<file path="src/rtl/mainfsm_pkg.sv">
// Shared controller definitions: state encodings, opcode classes and the
// datapath select values driven by the main control FSM.
package mainfsm_pkg;

    typedef enum logic [3:0] {
        FETCH    = 4'd0,
        DECODE   = 4'd1,
        MEMADR   = 4'd2,
        MEMRD    = 4'd3,
        MEMWB    = 4'd4,
        MEMWR    = 4'd5,
        EXECUTER = 4'd6,
        EXECUTEI = 4'd7,
        ALUWB    = 4'd8,
        BRANCH   = 4'd9,
        UNKNOWN  = 4'd10
    } state_t;

    localparam logic [1:0] OP_DP  = 2'b00;
    localparam logic [1:0] OP_MEM = 2'b01;
    localparam logic [1:0] OP_BR  = 2'b10;

    localparam logic ADR_PC     = 1'b0;
    localparam logic ADR_ALUOUT = 1'b1;

    localparam logic SRCA_REG = 1'b0;
    localparam logic SRCA_PC  = 1'b1;

    localparam logic [1:0] SRCB_WD   = 2'b00;
    localparam logic [1:0] SRCB_IMM  = 2'b01;
    localparam logic [1:0] SRCB_FOUR = 2'b10;

    localparam logic [1:0] RES_ALUOUT    = 2'b00;
    localparam logic [1:0] RES_DATA      = 2'b01;
    localparam logic [1:0] RES_ALURESULT = 2'b10;

endpackage

</file>
<file path="src/rtl/mainfsm_flopr.sv">
// Resettable register; synchronous active-high reset clears it to zero.
module flopr #(
    parameter int DATA_W = 4
) (
    input  logic              clk,
    input  logic              reset,
    input  logic [DATA_W-1:0] d,
    output logic [DATA_W-1:0] q
);

    always_ff @(posedge clk) begin
        if (reset) q <= '0;
        else       q <= d;
    end

endmodule

</file>
<file path="src/rtl/mainfsm.sv">
// Multicycle main control FSM (Moore): outputs decode the state register only;
// Op/Funct steer the next state in DECODE and MEMADR.
module mainfsm
    import mainfsm_pkg::*;
(
    input  logic       clk,
    input  logic       reset,
    input  logic [1:0] Op,
    input  logic [5:0] Funct,
    output logic       IRWrite,
    output logic       AdrSrc,
    output logic       ALUSrcA,
    output logic [1:0] ALUSrcB,
    output logic [1:0] ResultSrc,
    output logic       NextPC,
    output logic       RegW,
    output logic       MemW,
    output logic       Branch,
    output logic       ALUOp
);

    logic [3:0] state_q;
    state_t     state;
    state_t     next_state;
    logic       unused_funct;

    assign unused_funct = ^Funct[4:1];

    // FETCH encodes as zero, so the register's reset value is FETCH.
    flopr #(.DATA_W(4)) u_state_reg (
        .clk   (clk),
        .reset (reset),
        .d     (next_state),
        .q     (state_q)
    );

    assign state = state_t'(state_q);

    always_comb begin
        next_state = FETCH;
        case (state)
            FETCH:  next_state = DECODE;
            DECODE: begin
                case (Op)
                    OP_DP:   next_state = Funct[5] ? EXECUTEI : EXECUTER;
                    OP_MEM:  next_state = MEMADR;
                    OP_BR:   next_state = BRANCH;
                    default: next_state = UNKNOWN;
                endcase
            end
            MEMADR:   next_state = Funct[0] ? MEMRD : MEMWR;
            MEMRD:    next_state = MEMWB;
            EXECUTER: next_state = ALUWB;
            EXECUTEI: next_state = ALUWB;
            default:  next_state = FETCH;
        endcase
    end

    always_comb begin
        IRWrite   = 1'b0;
        AdrSrc    = ADR_PC;
        ALUSrcA   = SRCA_REG;
        ALUSrcB   = SRCB_WD;
        ResultSrc = RES_ALUOUT;
        NextPC    = 1'b0;
        RegW      = 1'b0;
        MemW      = 1'b0;
        Branch    = 1'b0;
        ALUOp     = 1'b0;
        case (state)
            FETCH: begin
                AdrSrc    = ADR_PC;
                IRWrite   = 1'b1;
                ALUSrcA   = SRCA_PC;
                ALUSrcB   = SRCB_FOUR;
                ResultSrc = RES_ALURESULT;
                NextPC    = 1'b1;
            end
            // PC+8 is formed here so R15 reads correctly during execute.
            DECODE: begin
                ALUSrcA   = SRCA_PC;
                ALUSrcB   = SRCB_FOUR;
                ResultSrc = RES_ALURESULT;
            end
            MEMADR: begin
                ALUSrcA = SRCA_REG;
                ALUSrcB = SRCB_IMM;
            end
            MEMRD: begin
                ResultSrc = RES_ALUOUT;
                AdrSrc    = ADR_ALUOUT;
            end
            MEMWB: begin
                ResultSrc = RES_DATA;
                RegW      = 1'b1;
            end
            MEMWR: begin
                ResultSrc = RES_ALUOUT;
                AdrSrc    = ADR_ALUOUT;
                MemW      = 1'b1;
            end
            EXECUTER: begin
                ALUSrcA = SRCA_REG;
                ALUSrcB = SRCB_WD;
                ALUOp   = 1'b1;
            end
            EXECUTEI: begin
                ALUSrcA = SRCA_REG;
                ALUSrcB = SRCB_IMM;
                ALUOp   = 1'b1;
            end
            ALUWB: begin
                ResultSrc = RES_ALUOUT;
                RegW      = 1'b1;
            end
            BRANCH: begin
                ALUSrcA   = SRCA_REG;
                ALUSrcB   = SRCB_IMM;
                ResultSrc = RES_ALURESULT;
                Branch    = 1'b1;
            end
            default: ;
        endcase
    end

endmodule

</file>
<file path="config.mk">
export PLATFORM = sky130hd
export DESIGN_NAME = mainfsm
export DESIGN_NICKNAME = d
export VERILOG_FILES = /design/src/rtl/mainfsm_pkg.sv /design/src/rtl/mainfsm_flopr.sv /design/src/rtl/mainfsm.sv
export SDC_FILE = /design/constraint.sdc
export NUM_CORES = 1
export LEC_CHECK = 0
export ABC_AREA = 1
export CORE_AREA = 2 2 39 41
export CTS_BUF_LIST = sky130_fd_sc_hd__clkbuf_4
export DETAILED_ROUTE_END_ITERATION = 10
export DIE_AREA = 0 0 41 43
export GPL_TIMING_DRIVEN = 0
export PLACE_DENSITY = 0.7
export SYNTH_ARGS = -nofsm -noshare
export SYNTH_HDL_FRONTEND = slang
export SYNTH_HIERARCHICAL = 1
export SYNTH_SLANG_ARGS = --single-unit
</file>
<file path="constraint.sdc">
create_clock -name clk -period 2.3 [get_ports clk]
set_clock_uncertainty 0.15 [all_clocks]
set_input_delay 0.46 -clock clk [delete_from_list [all_inputs] [get_ports clk]]
set_output_delay 0.46 -clock clk [all_outputs]
set_load 0.01 [all_outputs]
</file>
Word-level counts from Yosys, hierarchy flattened
Index checks and enable logic that the tools add are counted.
- muxes and demuxes: 13
- equal/unequal tests: 11
- reductions and logical operators: 8
- operator list (operator ; count):
    4-bit case mux with 5 select lines ; 1
    4-bit by 3-bit == test with 1-bit output, second input constant ; 4
    4-bit case mux with 3 select lines ; 1
    4-bit by 2-bit == test with 1-bit output, second input constant ; 2
    4-bit == test, second input constant ; 2
    1-bit two-way mux ; 8
    2-bit case mux with 2 select lines ; 2
    2-bit OR reduction ; 4
    3-bit OR reduction ; 2
    4-bit by 1-bit == test with 1-bit output, second input constant ; 1
    4-bit logical NOT ; 1
    3-bit two-way mux ; 1
    2-bit by 1-bit == test with 1-bit output, second input constant ; 1
    2-bit == test, second input constant ; 1
    2-bit logical NOT ; 1
- register bits after elaboration: 4
- input bits: 10
- output and inout port bits: 12
- word-level logic and storage cells: 33

Logic depth before layout (Yosys ltp)
- depth after elaboration: 3
- mapped depth: 7
- gate-level depth less buffers: 7

Hierarchy
The synthesis kept the hierarchy.
- modules (own cells, without submodules) (module ; cells an instance ; seq. area each (sq um) ; area each (sq um) ; times used):
    mainfsm ; 45 ; 0.0 ; 212.7 ; 1
    flopr ; 12 ; 80.1 ; 110.1 ; 1

Least setup slack after synthesis
OpenSTA, ideal clock, no wires.
- path kind: register -> output
- start point: register u_state_reg.q[3]
- end point: output NextPC
- buffers on the path: 1
- arrival time: 876 ps
- setup slack: 814 ps
- required time: 1690 ps
- stages on the path, launching flop included: 5
- path through: dfxtp_1 inv_1 nand2_1 nor2_1 buf_4
- longest elaborated chain between the ends: 2
- RTL lines (element ; RTL line ; RTL):
    from (decl) ; mainfsm_flopr.sv:8 ; output logic [DATA_W-1:0] q
    from (signal assigned) ; mainfsm_flopr.sv:12 ; if (reset) q <= '0;
    from (signal assigned) ; mainfsm_flopr.sv:13 ; else q <= d;
    4-bit logical NOT ; - ;
    1-bit two-way mux ; - ;
    to (decl) ; mainfsm.sv:15 ; output logic NextPC,
Every way passes these cells.

Worst setup path after layout
- start point: register u_state_reg.q[1]
- end point: output NextPC
- longest elaborated chain between the ends: 2
- RTL lines (element ; RTL line ; RTL):
    4-bit logical NOT ; mainfsm.sv:70 ; case (state)
    1-bit two-way mux ; mainfsm.sv:70 ;
Every way passes these cells.

==> impl_metrics.py <==
metrics = {
    "outcome": {
        "status": "complete, no violations",
    },
    "setup_path": {
        "critPathMaxStageDelay_ps": 520,
        "required_ps": 1690,
        "cp-end-kind": "primary output",
        "reg2reg_slack_ps": 1160,
        "crit_arrival_ps": 1570,
        "r2r_cells": 6,
        "worstSetupPathType": "flop to primary output",
        "startpoint_type": "flop",
        "r2r-start": "u_state_reg/q[0]$_SDFF_PP0_",
        "cp_max_fo": 5,
        "crit_chain": "inv_2 -> nand2_1 -> nor2_1 -> buf_4 -> clkdlybuf4s50_1",
        "rr_endpoint": "u_state_reg/q[1]$_SDFF_PP0_",
        "cpMaxStageDelayCell": "clkdlybuf4s50_1",
    },
    "route": {
        "routedWlPerCell_um": 8.02,
        "wl_um": 746,
        "drtPass1Iterations": 2,
        "antenna_left": 0,
        "remaining_drc_errors": 0,
        "vias": 391,
        "vias_per_cell": 4.20,
        "first_iter_violations": 6,
    },
    "final_layout": {
        "largest_register_ffs": 4,
        "fin_util_pct": 39.1,
        "area_growth_pct": 67.4,
        "mostFrequentLayoutCells": "clkdlybuf4s50_1 (16), inv_1 (13), nand2_1 (12)",
        "layout-drive-gt1-share_pct": 13.0,
        "layout.cells.non_filler": 93,
        "antenna_cells": 0,
        "fin_area_sq_um": 541,
        "final_common_cell": "clkdlybuf4s50_1",
        "top_register": "u_state_reg/q",
        "fin_nets": 89,
        "largestRegisters": "u_state_reg/q x4",
    },
    "clock_tree": {
        "clkLatencyLatePin_ps": 230,
        "cts_root_buf": "clkbuf_4",
        "h-tree-depth": 1,
        "clock_path_buffers": 2,
        "cts_tree": "yes",
        "cts.hold.buffers_added": 0,
        "cts.clk_slew.worst_paths_ps": 40,
        "cts_sinks": 4,
        "cts_buffers": 3,
    },
    "sta": {
        "setup_viol": 0,
        "finalWorstSetupSlack_ps": 120,
        "layout_min_cycle_time_ps": 2180,
        "setup_tns_ps": 0,
        "finalHoldViolCount": 0,
        "whs_ps": 461,
        "worst_pin_slew_ps": 260,
        "rsz0062_at_grt": "no",
        "max_slew_margin_pct": 82.6,
        "post-route-period-util_pct": 94.8,
        "drv_slew": 0,
        "fmax_ghz": 0.459,
    },
    "power": {
        "p_sw_share_pct": 33.0,
        "total_power_mw": 0.311,
        "p_clk_share_pct": 27.4,
        "switching_power_mw": 0.102,
        "p_leak_nw": 0.283,
        "p_int_mw": 0.208,
        "vdd_ir_drop_max_v": 0.000310,
        "power.density_nw_per_um2": 575,
        "p_seq_share_pct": 27.9,
        "comb_power_share_pct": 44.7,
    },
    "synth": {
        "synth_compound_area_share_pct": 7.36,
        "syn_avg_cell_area_sq_um": 5.66,
        "ys_warn_count": 6,
        "synth_top_cell_area_share_pct": 24.8,
        "ys_seq_area_share_pct": 24.8,
        "synth_top_family_by_area": "simple AND/OR/NAND/NOR gates",
        "netlist_instances": 57,
        "synth-seq-cells": 4,
        "yosys.area_share.xor_xnor_pct": 0,
        "synthSimpleGateAreaFrac_pct": 49.2,
        "synth_area_leaders": "dfxtp_1 (25%), inv_1 (15%), nand2_1 (14%), nor2_1 (12%), nand3_1 (11%)",
        "syn_area_sq_um": 323,
        "muxShareOfSynthArea_pct": 0,
        "synth_fa_ha_area_share_pct": 0,
        "syn_nets": 67,
        "synth_top_area_cell": "dfxtp_1",
        "synth_cell_types": 14,
    },
    "floorplan": {
        "start_util_pct": 23.3,
        "rows": 14,
        "ios": 22,
        "die_width_um": 41,
        "die_h_um": 43,
        "die_area_sq_um": 1760,
        "core_sq_um": 1380,
    },
    "placement": {
        "post-place-ws_ps": 343,
        "post-dp-hpwl_um": 611,
        "gp_congestion": 0.819,
        "portBuffers": 17,
        "postPlaceCellArea_sq_um": 513,
        "dp.cells": 90,
    },
    "global_routing": {
        "grt_antenna_before_repair": 0,
        "grt_usage_pct": 10.5,
        "grt_pass1_wl_mm": 1.29,
        "grt_overflow_total": 0,
        "grt_max_degree": 8,
        "grt_pass1_vias": 334,
    },
    "min_path": {
        "min_path_type": "flop to flop",
        "hp-start": "u_state_reg/q[1]$_SDFF_PP0_",
        "worstHoldPathCells": 4,
        "hold_end": "u_state_reg/q[3]$_SDFF_PP0_",
    },
    "job": {
        "maxCapViolations": 0,
    },
}
-- how the worst max path moves through the flow --
stage,startpoint,end,slack (ps),depth (start not counted)
5_1_grt,u_state_reg/q[3]$_SDFF_PP0_,NextPC,10,5
3_5_place_dp,u_state_reg/q[1]$_SDFF_PP0_,ALUSrcB[0],340,5
6_report,u_state_reg/q[1]$_SDFF_PP0_,NextPC,120,5
3_3_place_gp,u_state_reg/q[2]$_SDFF_PP0_,AdrSrc,350,4
2_1_floorplan,u_state_reg/q[3]$_SDFF_PP0_,NextPC,810,4
4_1_cts,u_state_reg/q[2]$_SDFF_PP0_,AdrSrc,80,4
-- cell families (layout without fill, tap and decap cells) --
group	count (synthesis)	in the layout
AO/OA/AOI/OAI	4	4
AND/OR/NAND/NOR	34	34
flip-flops	4	4
buffers and inverters	15	35
-- layout make-up --
cell class | count | area [sq um]
fill | 157 | 843
timing repair buffer | 17 | 173
sequential | 4 | 80.1
multi-input combinational | 38 | 185
clock buffer | 3 | 22.5
tap | 16 | 20.0
inverter | 14 | 52.6
buffer | 1 | 7.51
-- repair_timing --
item                                    4_1_cts  5_1_grt
endpoints found under the setup margin        0        2
gates resized for setup                       0        2
setup buffers                                 0        0
-- metal layers --
layer / GRT usage [%] / part of all wire (%) / up-vias / wire length (um)
li1: - / - / 213 / -
met5: 0 / 0 / - / 0
met3: 4.71 / 5.1 / 0 / 38
met1: 14.5 / 49 / 168 / 367
met2: 14.1 / 46 / 10 / 341
met4: 4.00 / 0 / 0 / 0
-- power groups by stage --
stage                     clock, mW  sequential, mW  combinational [mW]
after CTS                    0.0897          0.0863               0.141
after global placement            0          0.0872               0.139
final                        0.0851          0.0868               0.139
after detailed placement          0          0.0873               0.140
after floorplan                   0          0.0854              0.0746
after global routing         0.0943          0.0882               0.155
-- worst max-delay path: cells and delay by family, from the launching register on --
kind / cells / cell delay (ps)
buffers and inverters: 3 / 770
AND/OR/NAND/NOR: 2 / 240
flip-flops: 1 / 330
-- cells in the mapped netlist --
| cell | number |
|---|---|
| a21oi_1 | 1 |
| buf_4 | 1 |
| dfxtp_1 | 4 |
| inv_1 | 13 |
| inv_2 | 1 |
| nand2_1 | 12 |
| nand2_2 | 1 |
| nand2_4 | 1 |
| nand3_1 | 7 |
| nand4_1 | 2 |
| nor2_1 | 10 |
| nor2_4 | 1 |
| o21ai_0 | 2 |
| o21ai_2 | 1 |
No activity file was read; power rests on OpenSTA's default activity.
